### src/rtl/ram_sp_ctrl.sv
// Single-port synchronous RAM with valid/ready requests, byte enables and a zero-fill clear engine.
// Optional macro RAM_SP_CTRL_OUT_REG_EN adds a second read output register (read latency 2).
module ram_sp_ctrl #(
    parameter int              DATA_W   = 8,
    parameter int              ADDR_W   = 8,
    parameter logic [DATA_W-1:0] INIT_VAL = '0
) (
    input  logic              clk,
    input  logic              rst_n,
    input  logic              clr,
    input  logic              req_valid,
    output logic              req_ready,
    input  logic              req_we,
    input  logic [ADDR_W-1:0] req_addr,
    input  logic [DATA_W-1:0] req_wdata,
    input  logic [DATA_W/8-1:0] req_be,
    output logic              rsp_valid,
    output logic [DATA_W-1:0] rsp_rdata,
    output logic              init_done
);
    localparam int DEPTH = 2 ** ADDR_W;
    localparam int NB    = DATA_W / 8;

    typedef enum logic {ST_INIT, ST_RUN} state_t;

    state_t              state_reg;
    logic [ADDR_W-1:0]   cnt_reg;
    logic                init_done_reg;
    logic [DATA_W-1:0]   mem [DEPTH];

    logic                acc;
    logic                wr_fire;
    logic                rd_fire;
    logic                in_init;
    logic [NB-1:0]       mem_be;
    logic [ADDR_W-1:0]   mem_addr;
    logic [DATA_W-1:0]   mem_wdata;

    assign in_init   = (state_reg == ST_INIT);
    assign req_ready = (state_reg == ST_RUN) && !clr;
    assign acc       = req_valid && req_ready;
    assign wr_fire   = acc && req_we;
    assign rd_fire   = acc && !req_we;
    assign init_done = init_done_reg;

    // The clear engine owns the single write port for the whole INIT pass.
    assign mem_addr  = in_init ? cnt_reg  : req_addr;
    assign mem_wdata = in_init ? INIT_VAL : req_wdata;

    generate
        for (genvar gi = 0; gi < NB; gi++) begin : g_be
            assign mem_be[gi] = in_init || (wr_fire && req_be[gi]);
        end
    endgenerate

    always_ff @(posedge clk) begin
        for (int b = 0; b < NB; b++) begin
            if (mem_be[b]) begin
                mem[mem_addr][8*b +: 8] <= mem_wdata[8*b +: 8];
            end
        end
    end

    always_ff @(posedge clk or negedge rst_n) begin
        if (!rst_n) begin
            state_reg     <= ST_INIT;
            cnt_reg       <= '0;
            init_done_reg <= 1'b0;
        end else begin
            case (state_reg)
                ST_INIT: begin
                    cnt_reg <= cnt_reg + 1'b1;
                    if (cnt_reg == {ADDR_W{1'b1}}) begin
                        state_reg     <= ST_RUN;
                        init_done_reg <= 1'b1;
                    end
                end
                default: begin
                    if (clr) begin
                        state_reg     <= ST_INIT;
                        cnt_reg       <= '0;
                        init_done_reg <= 1'b0;
                    end
                end
            endcase
        end
    end

    logic              rd_valid_reg;
    logic [DATA_W-1:0] rd_data_reg;

    // Read data holds its value between reads so rsp_rdata stays stable.
    always_ff @(posedge clk or negedge rst_n) begin
        if (!rst_n) begin
            rd_valid_reg <= 1'b0;
            rd_data_reg  <= '0;
        end else begin
            rd_valid_reg <= rd_fire;
            if (rd_fire) begin
                rd_data_reg <= mem[req_addr];
            end
        end
    end

`ifdef RAM_SP_CTRL_OUT_REG_EN
    logic              out_valid_reg;
    logic [DATA_W-1:0] out_data_reg;

    always_ff @(posedge clk or negedge rst_n) begin
        if (!rst_n) begin
            out_valid_reg <= 1'b0;
            out_data_reg  <= '0;
        end else begin
            out_valid_reg <= rd_valid_reg;
            if (rd_valid_reg) begin
                out_data_reg <= rd_data_reg;
            end
        end
    end

    assign rsp_valid = out_valid_reg;
    assign rsp_rdata = out_data_reg;
`else
    assign rsp_valid = rd_valid_reg;
    assign rsp_rdata = rd_data_reg;
`endif

endmodule

### config.mk
export PLATFORM = sky130hd
export DESIGN_NAME = ram_sp_ctrl
export DESIGN_NICKNAME = d
export VERILOG_FILES = /design/src/rtl/ram_sp_ctrl.sv
export SDC_FILE = /design/constraint.sdc
export NUM_CORES = 2
export LEC_CHECK = 0
export ABC_AREA = 1
export CAP_MARGIN = 15
export CORE_MARGIN = 2
export CORE_UTILIZATION = 35
export CTS_CLUSTER_DIAMETER = 40
export CTS_CLUSTER_SIZE = 16
export DETAILED_ROUTE_END_ITERATION = 8
export PLACE_DENSITY = 0.46
export SYNTH_ARGS = -nofsm -noshare
export SYNTH_HDL_FRONTEND = slang
export SYNTH_SLANG_ARGS = --single-unit
export TNS_END_PERCENT = 100
### constraint.sdc
create_clock -name clk -period 4.97 [get_ports clk]
set_input_delay 0.994 -clock clk [delete_from_list [all_inputs] [get_ports clk]]
set_output_delay 0.994 -clock clk [all_outputs]
set_load 0.02 [all_outputs]
-- Word level (Yosys, flattened, before mapping)
Memories as Yosys holds them, arrays and structs flattened. A register that Yosys moved wholly into a read port is not among the register bits.
Index checks and enable logic that the tools add are counted.
- bits in registers: 11
- latch bits: 0
- memory bits (writable): 2048
- bits in read-only memories: 0
- input port bits: 22
- output and inout port bits: 11
- word-level logic and storage cells: 32
- memories: 1
- memories (name ; depth ; bits a word ; read ports ; clocked after memory_dff ; wr ports ; line ; source):
    mem ; 256 ; 8 ; 1 ; 1 ; 1 ; 29 ; logic [DATA_W-1:0] mem [DEPTH];
- add/subtract/negate cells: 1
- $mul: 0
- div/mod/pow operators: 0
- order comparisons: 0
- equality and inequality tests: 2
- shift operators: 0
- muxes and demuxes: 12
- bitwise logic cells: 1
- reduce and logical (&&, ||, !) cells: 11
- operator list (kind ; number):
    8-bit 2-to-1 mux ; 4
    8-bit by 1-bit adder with 8-bit output, second input constant ; 1
    8-bit == test, second input constant ; 1
    1-bit 2-to-1 mux ; 8
    1-bit logical AND ; 5
    1-bit zero test ; 3
    2-bit inequality test, second input constant ; 1
    2-bit AND reduction ; 1
    2-bit nonzero test ; 1
    1-bit logical OR ; 1
    1-bit NOT ; 1

-- Logic depth before layout (Yosys ltp)
- depth in word-level cells: 8
- mapped depth: 15
- mapped depth without buffers: 11

-- Worst setup path after synthesis
No wires, ideal clock.
- path type: input to register
- from: input port req_wdata[0]
- to: memory mem[0][0] (data pin)
- setup time: 773 ps
- arrival time: 3802 ps
- data required time: 4197 ps
- setup slack: 394 ps
- stages on the path: 2
- buffers on the path: 0
- cells stage by stage: nand2_1 inv_1
- longest elaborated chain between the ends: 1
- ends and longest elaborated chain (element ; line ; source):
    from (decl) ; 15 ; input logic [DATA_W-1:0] req_wdata,
    8-bit 2-to-1 mux ; 48 ; assign mem_wdata = in_init ? INIT_VAL : req_wdata;
    named net mem_wdata[0] ; 37 ; logic [DATA_W-1:0] mem_wdata;
    to (decl) ; 29 ;
The timed path passes the listed nets, and every way through them passes these cells.

-- Worst setup path after layout
- from: input port clr
- to: output port req_ready
- longest elaborated chain between the ends: 2
- ends and longest elaborated chain (element ; line ; source):
    from (decl) ; 10 ; input logic clr,
    1-bit zero test ; 40 ; assign req_ready = (state_reg == ST_RUN) && !clr;
    1-bit logical AND ; 40 ;
    to (decl) ; 12 ; output logic req_ready,
Every way passes these cells.

==> implementation parameters <==
Parameter                              Value

Route
  Via density per instance    5.23
  Remaining DRCs    0
  Total iterations of the first detailed-routing run    8
  Routed len/inst    24.5 µm
  Vias after detailed routing    55899
  Count of routing violations after the opening detailed-route iteration    5288
  Total wire length after detailed routing    262 mm
  Post-detailed-route count of antenna-violating nets    0

STA
  Tightest slew margin relative to the limit    18.8%
  Maximum clock skew at final layout    0.0816 ns
  Slew Viols, Final    0
  Achievable Freq    277 MHz
  Pin slew with the least headroom to its limit    1.22 ns
  Min cycle time layout    3.60 ns
  Hold Slack    0.0676 ns
  Count of final hold-check violations    0
  Fin crit share    72.5%
  Unrepaired setup endpoints after global routing    false
  Final setup fails    0
  Final TNS setup    0 ns

Setup path
  Critical Path Slowest Stage Cell    sky130_fd_sc_hd__clkdlybuf4s50_1
  Number of cells on the worst reg-to-reg path    9
  Crit Path Max Fanout    2
  Delay of the slowest cell on the worst path    0.63 ns
  Crit Path Category    input port to output pin
  Required time at the endpoint of the critical path    3.98 ns
  Worst reg2reg path startpoint    state_reg
  Arrival @ worst endpoint    2.61 ns
  Terminus of the critical flop-to-flop path    mem[81][5]
  Critical Path, Cell by Cell    clkdlybuf4s50_1 -> nor2_2 -> buf_4 -> clkdlybuf4s50_1
  Cell with the most instances on the worst path    sky130_fd_sc_hd__clkdlybuf4s50_1
  Crit. End Element    output pin
  Slack of the worst reg-to-reg path    1.81 ns
  Element type at the critical path start    input port

Synth
  Synthesis warning total    0
  Sequential share of the synthesized area    73.7%
  Average size of a mapped cell    11.8 µm²
  Post-synthesis sequential element count    2067
  Post-synthesis cell count    7097
  Area of the mapped netlist    84000 µm²
  Async set or reset register ratio after synthesis    0.919%
  Library cell occupying the most area in the post-synthesis netlist    sky130_fd_sc_hd__edfxtp_1
  Synth area leaders    sky130_fd_sc_hd__edfxtp_1 73%, sky130_fd_sc_hd__nand3_1 12%, sky130_fd_sc_hd__nand2_1 9.5%, sky130_fd_sc_hd__buf_2 1.8%, sky130_fd_sc_hd__nor2_1 1.3%
  Dominant synthesized flop cell    sky130_fd_sc_hd__edfxtp_1
  Unique cell type count in the Yosys netlist    25
  Number of flops mapped to enable cells by yosys    2048
  Mapped Nets    7120
  Portion of synthesized cell area occupied by the leading cell type    73.2%

Placed design
  Number of buffers added on ports    32
  Final RePlAce weighted congestion    0.833
  Final HPWL DP    151 mm
  Area of placed instances    88400 µm²

Pwr
  Static leakage    35.8 nW
  Overall Power    47.1 mW
  Max VDD drop    384 µV
  Power density over the cells    469 nW/µm²

Global routing
  Pin count of the biggest net entering global routing    172
  Grt total ovfl    0
  Vias in the first global route    54988
  Antenna violations before repair    10
  Global-route usage over all layers    21.2%
  Global-route wire length before repair    381 mm

Layout
  Area Overhead vs Synth    19.5%
  Max FFs per register    2048
  NumNets Final    7272
  Ratio of cells with drive above 1 in the final layout    11.7%
  Filler cell count in the final layout    22322
  Area taken by flip-flops and latches    62000 µm²
  Area of combinational cells with multiple inputs    19500 µm²
  Area of all placed cells without fillers    100000 µm²

Clock tree
  Number of gates resized after cts    0
  Number of H-tree branching levels    5
  Number of clock buffers inserted by TritonCTS    360
  Post-CTS setup-driven buffer insertion count    0
  Clk pin slew, worst setup/hold paths    0.05 ns
  Clock sink count    2067
  Number of hold buffers added after cts    0
  Latest clock arrival within the worst-skew pair    0.97 ns
  Root Buffer    sky130_fd_sc_hd__clkbuf_16
  TritonCTS clock tree    yes
  Number of buffers on the longest clock path    4

Job
  Maximum capacitance violations    0

Min path
  Worst hold-check path type    input port to asynchronous set/reset pin

Floorplanning
  Std cell rows    179
  Overall die area    244000 µm²
  Initial standard-cell utilization of the core    35.3%
  Core box area    238000 µm²
  DIE HEIGHT    494 µm
  Die X-Extent    494 µm
  Top Ports    33

Run status
  Status    complete, no violations
## stage by stage
step / setup WS, ns / utilization, % / std cells
4_1_cts: 1.35 / 42.1 / 10693
6_report: 1.37 / 42.2 / 10697
2_1_floorplan: 0.394 / - / 7097
3_5_place_dp: 0.648 / 37.1 / 10053
5_1_grt: 1.35 / 42.2 / 10695
3_3_place_gp: 0.657 / 37.1 / 10053
## layer usage
metal	vias to the layer above	share of wire [%]	global-route usage (%)
li1	25636	-	-
met1	27983	44	29.1
met2	1813	47	33.8
met3	461	6.1	3.92
met4	6	3.2	7.12
met5	-	0.014	0
## Yosys cell counts (2+ instances only)
cell and n:
sky130_fd_sc_hd__nand3_1 2043, sky130_fd_sc_hd__buf_2 304, sky130_fd_sc_hd__inv_1 48, sky130_fd_sc_hd__nand2_1 2122, sky130_fd_sc_hd__dfrtp_1 19, sky130_fd_sc_hd__o21ai_0 9, sky130_fd_sc_hd__a21oi_1 4, sky130_fd_sc_hd__buf_6 4
sky130_fd_sc_hd__edfxtp_1 2048, sky130_fd_sc_hd__inv_2 12, sky130_fd_sc_hd__o21ai_1 5, sky130_fd_sc_hd__nor2_2 5, sky130_fd_sc_hd__buf_4 34, sky130_fd_sc_hd__nor2_1 287, sky130_fd_sc_hd__nor3_2 2, sky130_fd_sc_hd__buf_1 42
sky130_fd_sc_hd__clkbuf_1 101
## report_power, final
group          leakage (nW)  switching, mW  internal, mW
registers              19.2          0.113          19.3
logic                  10.8           2.51         0.757
clock network          5.74           8.77          15.6
## how the worst max path moves through the flow
stage                       from     endpoint  slack, ns  cells past startpoint
finish                       clr    req_ready       1.37                      4
global route                 clr    req_ready       1.35                      4
CTS                          clr    req_ready       1.35                      4
detailed placement   req_addr[7]  mem[138][3]       0.65                      7
global placement     req_addr[7]  mem[138][3]       0.66                      7
floorplan           req_wdata[0]    mem[0][0]       0.39                      2
## kinds of logic after synthesis
group | share of synthesized area [%]
AOI/OAI and AO/OA | 0.134
adders and majority gates | 0.0149
buffers and inverters | 3.08
DFF | 73.7
and+or+nand+nor | 23.0
## cells in the final DEF, fill, tap and decap left out, drive strengths merged, types with 14 or more instances in the layout
cell type,instances
buf,250
bufinv,38
clkbuf,398
clkdlybuf4s50,25
clkinv,108
clkinvlp,49
dfrtp,19
edfxtp,2048
inv,108
nand2,2122
nand3,2043
nor2,292
o21ai,14
## worst max-delay path: cells and delay by family
family,cells,cell delay [ns]
simple gates,1,0.22
buf+inv,3,1.39
## layout make-up
cell class / instances / share of cell area, %
flip-flops and latches: 2067 / 61.7
multi-input cells: 4484 / 19.4
clock buffers: 398 / 9.32
well taps: 3167 / 3.94
repair buffers: 275 / 2.67
clock inverters: 242 / 2.62
inverters: 61 / 0.334
diodes: 3 / 0.00747
(Power assumes the default switching activity.)
